`config.mk`:
```
export PLATFORM = sky130hd
export DESIGN_NAME = timer_irq_dev
export DESIGN_NICKNAME = d
export VERILOG_FILES = /design/src/rtl/timer_irq_dev.sv
export SDC_FILE = /design/constraint.sdc
export NUM_CORES = 1
export LEC_CHECK = 0
export CELL_PAD_IN_SITES_DETAIL_PLACEMENT = 1
export CELL_PAD_IN_SITES_GLOBAL_PLACEMENT = 2
export CORE_ASPECT_RATIO = 0.9
export CORE_MARGIN = 4
export CORE_UTILIZATION = 30
export DETAILED_ROUTE_END_ITERATION = 10
export GPL_ROUTABILITY_DRIVEN = 0
export PLACE_DENSITY = 0.82
export REMOVE_ABC_BUFFERS = 1
export SYNTH_ARGS = -nofsm -noshare
export SYNTH_HDL_FRONTEND = slang
export SYNTH_SLANG_ARGS = --single-unit
```
`constraint.sdc`:
```
create_clock -name clk -period 3.7 [get_ports clk]
set_clock_uncertainty 0.05 [all_clocks]
set_input_delay 0.74 -clock clk [delete_from_list [all_inputs] [get_ports clk]]
set_output_delay 0.74 -clock clk [all_outputs]
set_load 0.1 [all_outputs]
```
`src/rtl/timer_irq_dev.sv`:
```
// ---------------------------------------------------------------------------
// timer_irq_dev
//   Memory-mapped programmable down-counter timer with an interrupt request
//   output. Software programs PRESET and CTRL, reads COUNT back, and
//   acknowledges a one-shot interrupt by rewriting CTRL or PRESET. irq feeds
//   one bit of the CPU hardware interrupt vector.
//
//   Register map (word offset on addr):
//     0  CTRL    [0] EN, [2:1] MODE (00 one-shot, 01 auto-reload, 1x = 00),
//                [3] IM (1 = irq permitted), [31:4] read as 0
//     1  PRESET  [W-1:0] read/write, zero-extended on read
//     2  COUNT   [W-1:0] read-only, zero-extended on read
//     3  reserved, reads 0, writes ignored
//
// Ports
//   clk    in   1   clock, all state changes on posedge
//   reset  in   1   synchronous, active-high reset
//   addr   in   2   register word offset
//   we     in   1   write strobe, sampled on posedge
//   wd     in   32  write data
//   rd     out  32  read data, combinational from addr, no side effects
//   irq    out  1   interrupt request (irqFlag gated by CTRL.IM)
//
// Parameter
//   W  counter / PRESET width in bits, 1..32
// ---------------------------------------------------------------------------
module timer_irq_dev #(
  parameter int W = 32
) (
  input  logic        clk,
  input  logic        reset,
  input  logic [1:0]  addr,
  input  logic        we,
  input  logic [31:0] wd,
  output logic [31:0] rd,
  output logic        irq
);

  typedef enum logic [1:0] {
    sIdle = 2'd0,
    sLoad = 2'd1,
    sCnt  = 2'd2,
    sInt  = 2'd3
  } state_t;

  localparam logic [W-1:0] ONE = W'(1);

  state_t       state;
  logic [3:0]   ctrl;
  logic [W-1:0] preset;
  logic [W-1:0] count;
  logic         irqFlag;

  logic ctrlEn;
  logic ctrlIm;
  logic autoReload;
  logic ctrlWr;
  logic presetWr;

  assign ctrlEn     = ctrl[0];
  assign ctrlIm     = ctrl[3];
  // Only MODE=01 reloads; 10 and 11 fall back to one-shot behaviour.
  assign autoReload = (ctrl[2:1] == 2'b01);
  assign ctrlWr     = we && (addr == 2'd0);
  assign presetWr   = we && (addr == 2'd1);

  // irq is the AND of two registers, so there is no path from wd to irq.
  assign irq = irqFlag & ctrlIm;

  // Register read mux
  always_comb begin
    rd = 32'd0;
    case (addr)
      2'd0:    rd = {28'd0, ctrl};
      2'd1:    rd = 32'(preset);
      2'd2:    rd = 32'(count);
      default: rd = 32'd0;
    endcase
  end

  // Control FSM, counter and register file.
  // Statement order inside the clocked block encodes the priority rules:
  //   - the acknowledge clear of irqFlag comes before the FSM so that a
  //     same-edge set from the counter wins;
  //   - the software CTRL write comes after the FSM so that it overrides the
  //     hardware EN clear on leaving INT in one-shot mode.
  // Every FSM decision reads the pre-edge register values, so a CTRL write is
  // first seen by the FSM one edge after it lands.
  always_ff @(posedge clk) begin
    if (reset) begin
      state   <= sIdle;
      ctrl    <= 4'd0;
      preset  <= '0;
      count   <= '0;
      irqFlag <= 1'b0;
    end else begin
      if (presetWr) begin
        preset <= wd[W-1:0];
      end

      // Any CTRL or PRESET write acknowledges a pending interrupt.
      if (ctrlWr || presetWr) begin
        irqFlag <= 1'b0;
      end

      case (state)
        sIdle: begin
          // Always restarts from PRESET; COUNT is never resumed.
          if (ctrlEn) begin
            state <= sLoad;
          end
        end

        sLoad: begin
          count <= preset;
          state <= sCnt;
        end

        sCnt: begin
          if (!ctrlEn) begin
            state <= sIdle;
          end else if (count > ONE) begin
            count <= count - ONE;
          end else begin
            // COUNT of 0 or 1 terminates; PRESET=0 therefore acts as 1 and
            // the counter never wraps below zero.
            count   <= '0;
            irqFlag <= 1'b1;
            state   <= sInt;
          end
        end

        sInt: begin
          if (autoReload) begin
            // Auto-reload produces a single-cycle irq pulse per period.
            irqFlag <= 1'b0;
            state   <= sLoad;
          end else begin
            ctrl[0] <= 1'b0;
            state   <= sIdle;
          end
        end

        default: begin
          state <= sIdle;
        end
      endcase

      if (ctrlWr) begin
        ctrl <= wd[3:0];
      end
    end
  end

endmodule

```
# Yosys cells after proc, flatten, opt, wreduce, memory -nomap -nowiden
# Index checks and enable logic that the tools add are counted.
# classes
n_addsub,1
n_lt_le_gt_ge,1
n_eq_ne,10
mux,17
bitwise,1
reduce_logical,10
# op_table
cell,count
$pmux W32 S3,1
$mux W32,2
$pmux W32 S2,1
$gt A32 B1 Y1 const B,1
$sub A32 B1 Y32 const B,1
$mux W1,8
$pmux W2 S4,1
$eq A2 B1 Y1 const B,3
$eq A2 B2 Y1 const B,3
$mux W2,3
$reduce_and A2 Y1,3
$logic_not A2 Y1,2
$ne A2 B2 Y1 const B,2
$reduce_bool A2 Y1,2
$ne A3 B3 Y1 const B,1
$logic_and A1 B1 Y1,2
$ne A2 B1 Y1 const B,1
$pmux W1 S2,1
$and A1 B1 Y1,1
$logic_or A1 B1 Y1,1
# totals
register_bits,71
in_bits,37
output_inout_bits,33
elab_cells,46

# Logic depth before layout (Yosys ltp)
# Gate-level depths: netlist of the first run.
# logic_depth
depth_word,7
ltp_mapped,9
depth_no_buf,7

# Worst setup path after synthesis of the first run
# No wires, ideal clock.
# synth_timing
path_kind,input to output
from,input addr[1]
to,output rd[2]
arrival_time_ns,3.218
required_time_ns,2.910
path_slack_ns,-0.308
stages,3
n_path_buf,1
path_cell_list,clkbuf_1 > mux2i_1 > o21ai_0
# synth_via
elab_chain_len,2
word_cells_on_any_way,4
classes_between,2 x eq/ne; 1 x mux; 1 x reduce/logical
# synth_rtl
item,line_no,source
from (decl),32,"input logic [1:0] addr,"
"$eq A2 B2 Y1, or another cell as far along",73,case (addr)
$pmux W32 S3 (*),73,
to (decl),35,"output logic [31:0] rd,"
# Mark *: on every way between the ends. The rest lies on a longest branch, timed or not.

# Final worst setup path of the first run
# layout_timing
from,input addr[0]
to,output rd[20]
# Same word-level chain as after synthesis.

==> results of run 1 <==
-- layout make-up --
class	count	area, sq um
fill	1549	7412
clock buffer	10	239.0
inverter	8	30.03
sequential	71	1421
tap	164	205.2
multi-input combinational	418	2395
clock inverter	6	107.6
timing repair buffer	83	1121
-- worst min-delay path: stages (launching register included) --
cell and delay, ns:
dfxtp_1 0.32, nand2_1 0.06, a21oi_1 0.05
-- final timing paths --
check | start | to | slack [ns] | cells after the start
max | addr[0] | rd[20] | 0.47 | 5
min | preset[15]$_SDFFE_PP0P_ | preset[15]$_SDFFE_PP0P_ | 0.42 | 2
max reg2reg | count[16]$_SDFFE_PP0P_ | state[0]$_SDFFE_PP0P_ | 0.90 | 5
min reg2reg | preset[15]$_SDFFE_PP0P_ | preset[15]$_SDFFE_PP0P_ | 0.42 | 2
-- cell families after synthesis --
family                     after synthesis
xor gates and xnor gates                 2
DFF                                     71
buffers and inverters                   56
muxes                                    8
AOI/OAI and AO/OA                      172
and+or+nand+nor                        234
adders and majority gates                2
-- report_power, final --
group	internal [W]	switching [W]
logic	0.000158	0.000265
clock network	0.000675	0.000349
registers	0.000787	0.0000279
total	0.00162	0.000642
-- metrics by stage --
step / power (W) / utilization, % / setup TNS, ns / instances / hold slack, ns
after CTS: 0.002280 / 42.68 / 0 / 760 / 0.4252
after global placement: 0.001246 / 40.00 / 0 / 744 / 0.4142
after detailed placement: 0.001254 / 40.00 / 0 / 744 / 0.4168
after floorplan: 0.001067 / - / -0.5130 / 497 / 0.3904
after global routing: 0.002342 / 42.68 / 0 / 760 / 0.4468
final: 0.002262 / 42.68 / 0 / 760 / 0.4221
-- placed cells by master, fill, tap and decap left out, drive strengths merged, types with 4 or more instances in the layout --
cell type / synthesis / final
nor3: 12 / 12
a21oi: 61 / 61
o21ai: 38 / 38
or4: 11 / 11
clkbuf: 43 / 10
nand2b: 5 / 5
nor2b: 6 / 6
nand4: 8 / 8
mux2i: 7 / 7
nand2: 86 / 86
clkdlybuf4s50: 0 / 35
buf: 5 / 48
nand3: 26 / 26
nor4: 13 / 13
a22o: 28 / 28
dfxtp: 71 / 71
nor2: 42 / 42
or3: 6 / 6
inv: 8 / 8
a211oi: 17 / 17
a221oi: 4 / 4
-- sequential cells by signal, summed over array words and instances (netlist names) --
name / flops
count: 32
ctrl: 4
irqFlag: 1
preset: 32
state: 2
-- metal layers --
layer / vias to the layer above / GRT usage, % / routed length, um
met1: 2137 / 25.43 / 6778
met5: - / 0 / 0
met2: 119 / 30.10 / 6689
li1: 2095 / - / -
met3: 18 / 3.312 / 720
met4: 0 / 5.844 / 204
==> results.txt, run 1 <==
Compound-Gate Fraction of Synth Area: 27.46%
chip width: 130.3 um
top cell type's share of synthesized area: 35.20%
io pins: 70
WL/cell: 18.94 um
post-synthesis sequential area ratio: 35.20%
Min-Delay Path Class: register to register
number of synthesized register bits: 71
delay of the slowest cell on the worst path: 0.60 ns
delay-heaviest family, CP: buffers and inverters
Yosys top cell by area: dfxtp_1
# setup viols final: 0
Buf/Inv on CP: 3
Setup crit end kind: primary output
CP max FO: 17
layout cell share with drive strength beyond 1: 12.58%
Synth Area in Adders: 0.6198%
synthesized instance count: 545
htree depth: 3
max_cap viols: 0
largest family of logic cells by synthesized area: simple AND/OR/NAND/NOR gates
Post-synth EDFFs: 0
Post-Route WL: 14390 um
PD cells: 409.8 nW/um^2
post-route ant nets: 0
Crit-path slowest cell: clkdlybuf4s50_1
HPWL after DPL: 9710 um
CP cell instances: clkdlybuf4s50_1, nor2b_2, buf_4, a22o_1, buf_12
area of all placed cells without fillers: 5519 sq um
worst vdd ir: 292.9 uV
average cell area after synthesis: 7.408 sq um
Fin. Hold Viols: 0
ys flop type: dfxtp_1
root buf cell: clkbuf_16
YS warnings: 0
final worst path period share: 87.30%
minimum clock period: 3.230 ns
Starting Density: 31.22%
synth top area cells: dfxtp_1 35%, nand2_1 8.0%, a21oi_1 7.4%
Area Overhead vs Synth: 36.69%
Max Buffers Root-to-Sink: 2
post-synth cell types: 56
row cnt: 39
die height: 118.1 um
Worst-Margin Slew: 0.8050 ns
Vias/cell: 5.749
Final Net Count: 630
Inserted Clock Buffers: 9
port bufs: 69
area post-placement: 5172 sq um
number of global-route vias before repair: 4534
post-synthesis mux area share: 2.014%
Vias: 4369
Num Clock Sinks: 71
Worst Path Arrival: 2.44 ns
ys async rst share: 0%
CTS tree: yes
post-cts gate resize count: 0
CP Class: input port to primary output
GR Util All Layers: 18.77%
status: completed
count leader, synth: nand2_1
WP data required: 2.91 ns
Clock transition at path regs: 0.06 ns
Cell Area, Synth: 4038 sq um
Overflow after GRT: 0
post-synthesis xor/xnor area fraction: 0.4338%
# diodes: 0
largest net degree at the start of global routing: 39
Slew headroom: 46.34%
fin. max-slew vios: 0
drt drc: 0
f_max: 0.3096 GHz
CTS Hold Bufs: 0
Place WS: 0.4897 ns
fin worst setup slack: 0.4698 ns
router iterations before antenna repair: 4
setup bufs post-CTS: 0
critical path startpoint category: input port
worst-skew pair later-pin latency: 0.34 ns
die area: 15380 sq um
RSZ-0062 raised after global routing: false
simple-gate area share of the yosys netlist: 28.66%
first-pass GRT wire length: 23400 um
initial DRC count: 255
initial antenna violation count: 0
Lkg Pwr: 2.020 nW
core area: 12930 sq um
Synth top cells by count: 86 x nand2_1, 71 x dfxtp_1, 60 x a21oi_1, 43 x clkbuf_1, 42 x nor2_1
(Power assumes the default switching activity.)
==> inputs of run 2 (changes only) <==
--- a/config.mk
+++ b/config.mk
@@ -5,11 +5,9 @@
 export SDC_FILE = /design/constraint.sdc
 export NUM_CORES = 1
 export LEC_CHECK = 0
-export CELL_PAD_IN_SITES_DETAIL_PLACEMENT = 1
-export CELL_PAD_IN_SITES_GLOBAL_PLACEMENT = 2
 export CORE_ASPECT_RATIO = 0.9
 export CORE_MARGIN = 4
-export CORE_UTILIZATION = 30
+export CORE_UTILIZATION = 53
 export DETAILED_ROUTE_END_ITERATION = 10
 export GPL_ROUTABILITY_DRIVEN = 0
 export PLACE_DENSITY = 0.82
==> results.txt, run 2 (synthesis gave the netlist of run 1 again) <==
GR Util All Layers: 25.99% (+7.2 points)
Hold Slack: 0.4219 ns (-0.0001480 ns)
die height: 90.81 um (-23%)
io pins: 70 (unchanged)
minimum clock period: 3.179 ns (-0.05098 ns)
largest net degree at the start of global routing: 38 (-2.6%)
Final Core Density: 72.66% (+30 points)
# setup viols final: 0 (unchanged)
HPWL after DPL: 7835 um (-19%)
number of global-route vias before repair: 4228 (-6.7%)
Min-Delay Path Class: register to register
delay of the slowest cell on the worst path: 0.67 ns (+0.07 ns)
port bufs: 69 (unchanged)
initial antenna violation count: 0 (unchanged)
Slew headroom: 30.03% (-16 points)
final-layout fill cell count: 558 (-64%)
post-cts gate resize count: 0 (unchanged)
min-delay src: preset[14]$_SDFFE_PP0P_
reg2reg path depth: 7 (+2)
worst vdd ir: 208.7 uV (-29%)
Worst-Margin Slew: 1.046 ns (+0.2408 ns)
most frequent cells in the layout: 86 x nand2_1, 71 x dfxtp_1, 60 x a21oi_1, 42 x nor2_1, 38 x o21ai_0
Max Buffers Root-to-Sink: 2 (unchanged)
status: completed
Worst setup startpoint: addr[1]
RSZ-0062 raised after global routing: false
CTS Hold Bufs: 0 (unchanged)
post-route ant nets: 0 (unchanged)
RR Endpoint: count[28]$_SDFFE_PP0P_
WP data required: 2.91 ns (about the same)
Worst Path Arrival: 2.39 ns (-0.05 ns)
leading cell type in the layout, fill and taps excluded: nand2_1
PD cells: 337.3 nW/um^2 (-18%)
die area: 9081 sq um (-41%)
Setup crit end kind: primary output
WL/cell: 17.31 um (-8.6%)
Fin. Hold Viols: 0 (unchanged)
setup bufs post-CTS: 0 (unchanged)
Final Net Count: 629 (-0.16%)
Crit-path slowest cell: clkdlybuf4s50_1
f_max: 0.3145 GHz (+1.6%)
Area Overhead vs Synth: 29.93%
Overflow after GRT: 0 (unchanged)
CP Class: input port to primary output
htree depth: 3 (unchanged)
worst-skew pair later-pin latency: 0.35 ns (about the same)
root buf cell: clkbuf_8
Setup crit end: rd[24]
router iterations before antenna repair: 5 (+1)
final worst path period share: 85.92% (-1.4 points)
Buf/Inv on CP: 3 (unchanged)
Starting Density: 55.92% (+25 points)
Num Clock Sinks: 71 (unchanged)
drt drc: 0 (unchanged)
fin. max-slew vios: 0 (unchanged)
core area: 7221 sq um (-44%)
total power: 0.001770 W (-22%)
final setup TNS: 0 ns (unchanged)
Vias: 4415 (+1.1%)
# diodes: 0 (unchanged)
flop2flop setup slack: 0.89 ns (about the same)
worst r2r src: count[0]$_SDFFE_PP0P_
CP cell instances: clkdlybuf4s50_1, nor2b_2, buf_4, a22o_1, buf_12
Vias/cell: 6.417 (+12%)
Lkg Pwr: 1.931 nW (-4.4%)
area of the multi-input gates: 2395 sq um (unchanged)
critical path startpoint category: input port
layout cell share with drive strength beyond 1: 11.76% (-0.82 points)
CTS tree: yes
chip width: 100.0 um (-23%)
Post-Route WL: 11910 um (-17%)
critical path depth: 5 (unchanged)
row cnt: 29 (-26%)
first-pass GRT wire length: 19690 um (-16%)
Inserted Clock Buffers: 9 (unchanged)
delay-heaviest family, CP: buffers and inverters
initial DRC count: 420 (+65%)
Clock transition at path regs: 0.06 ns (about the same)
register area: 1421 sq um (unchanged)
CP max FO: 28 (+11)
max_cap viols: 0 (unchanged)
fin worst setup slack: 0.5208 ns (+0.05098 ns)
Place WS: 0.5303 ns (+0.04053 ns)
top flop regs: count (32), preset (32), ctrl (4)
-- run 2: cell types whose count changed in the layout (fill, tap and decap cells not counted), sizes merged --
cell / change
clkinvlp: -1
bufinv: -3
buf: -2
clkbuf: +3
clkinv: +1
clkdlybuf4s50: +1
-- run 2: area by class of cell --
cell class	count	area share (%)
Clock inverter	3	0.3577
Clock buffer	13	2.838
Inverter	8	0.5724
Tap cell	93	2.218
Timing Repair Buffer	82	21.27
Sequential cell	71	27.09
Multi-Input combinational cell	418	45.65
-- run 2: how the worst min path moves through the flow --
stage | end | slack (ns) | depth (start not counted)
3_5_place_dp | preset[7]$_SDFFE_PP0P_ | 0.41 | 2
3_3_place_gp | preset[6]$_SDFFE_PP0P_ | 0.41 | 2
5_1_grt | preset[14]$_SDFFE_PP0P_ | 0.45 | 2
4_1_cts | preset[7]$_SDFFE_PP0P_ | 0.42 | 2
2_1_floorplan | preset[3]$_SDFFE_PP0P_ | 0.39 | 2
6_report | preset[14]$_SDFFE_PP0P_ | 0.42 | 2
-- run 2: worst min-delay path: stages, from the launching register on --
cell,delay [ns]
dfxtp_1,0.32
nand2_1,0.06
a21oi_1,0.05
-- run 2: stage by stage --
stage | instances | cell area, sq um
6_report | 688 | 5246
5_1_grt | 688 | 5246
4_1_cts | 688 | 5246
3_5_place_dp | 672 | 5079
3_3_place_gp | 672 | 5079
2_1_floorplan | 497 | 3841
-- run 2: metal layers --
metal | GRT usage (%) | wire length (um)
met5 | 0 | 0
met4 | 10.33 | 232
met3 | 6.023 | 1228
met2 | 41.67 | 5651
met1 | 33.59 | 4797
-- run 2: power by group --
part,switching [W],leakage [nW],internal (W)
sequential,0.0000274,0.575,0.000786
clock,0.000285,0.0874,0.000261
combinational,0.000253,1.27,0.000158
total,0.000565,1.93,0.00121
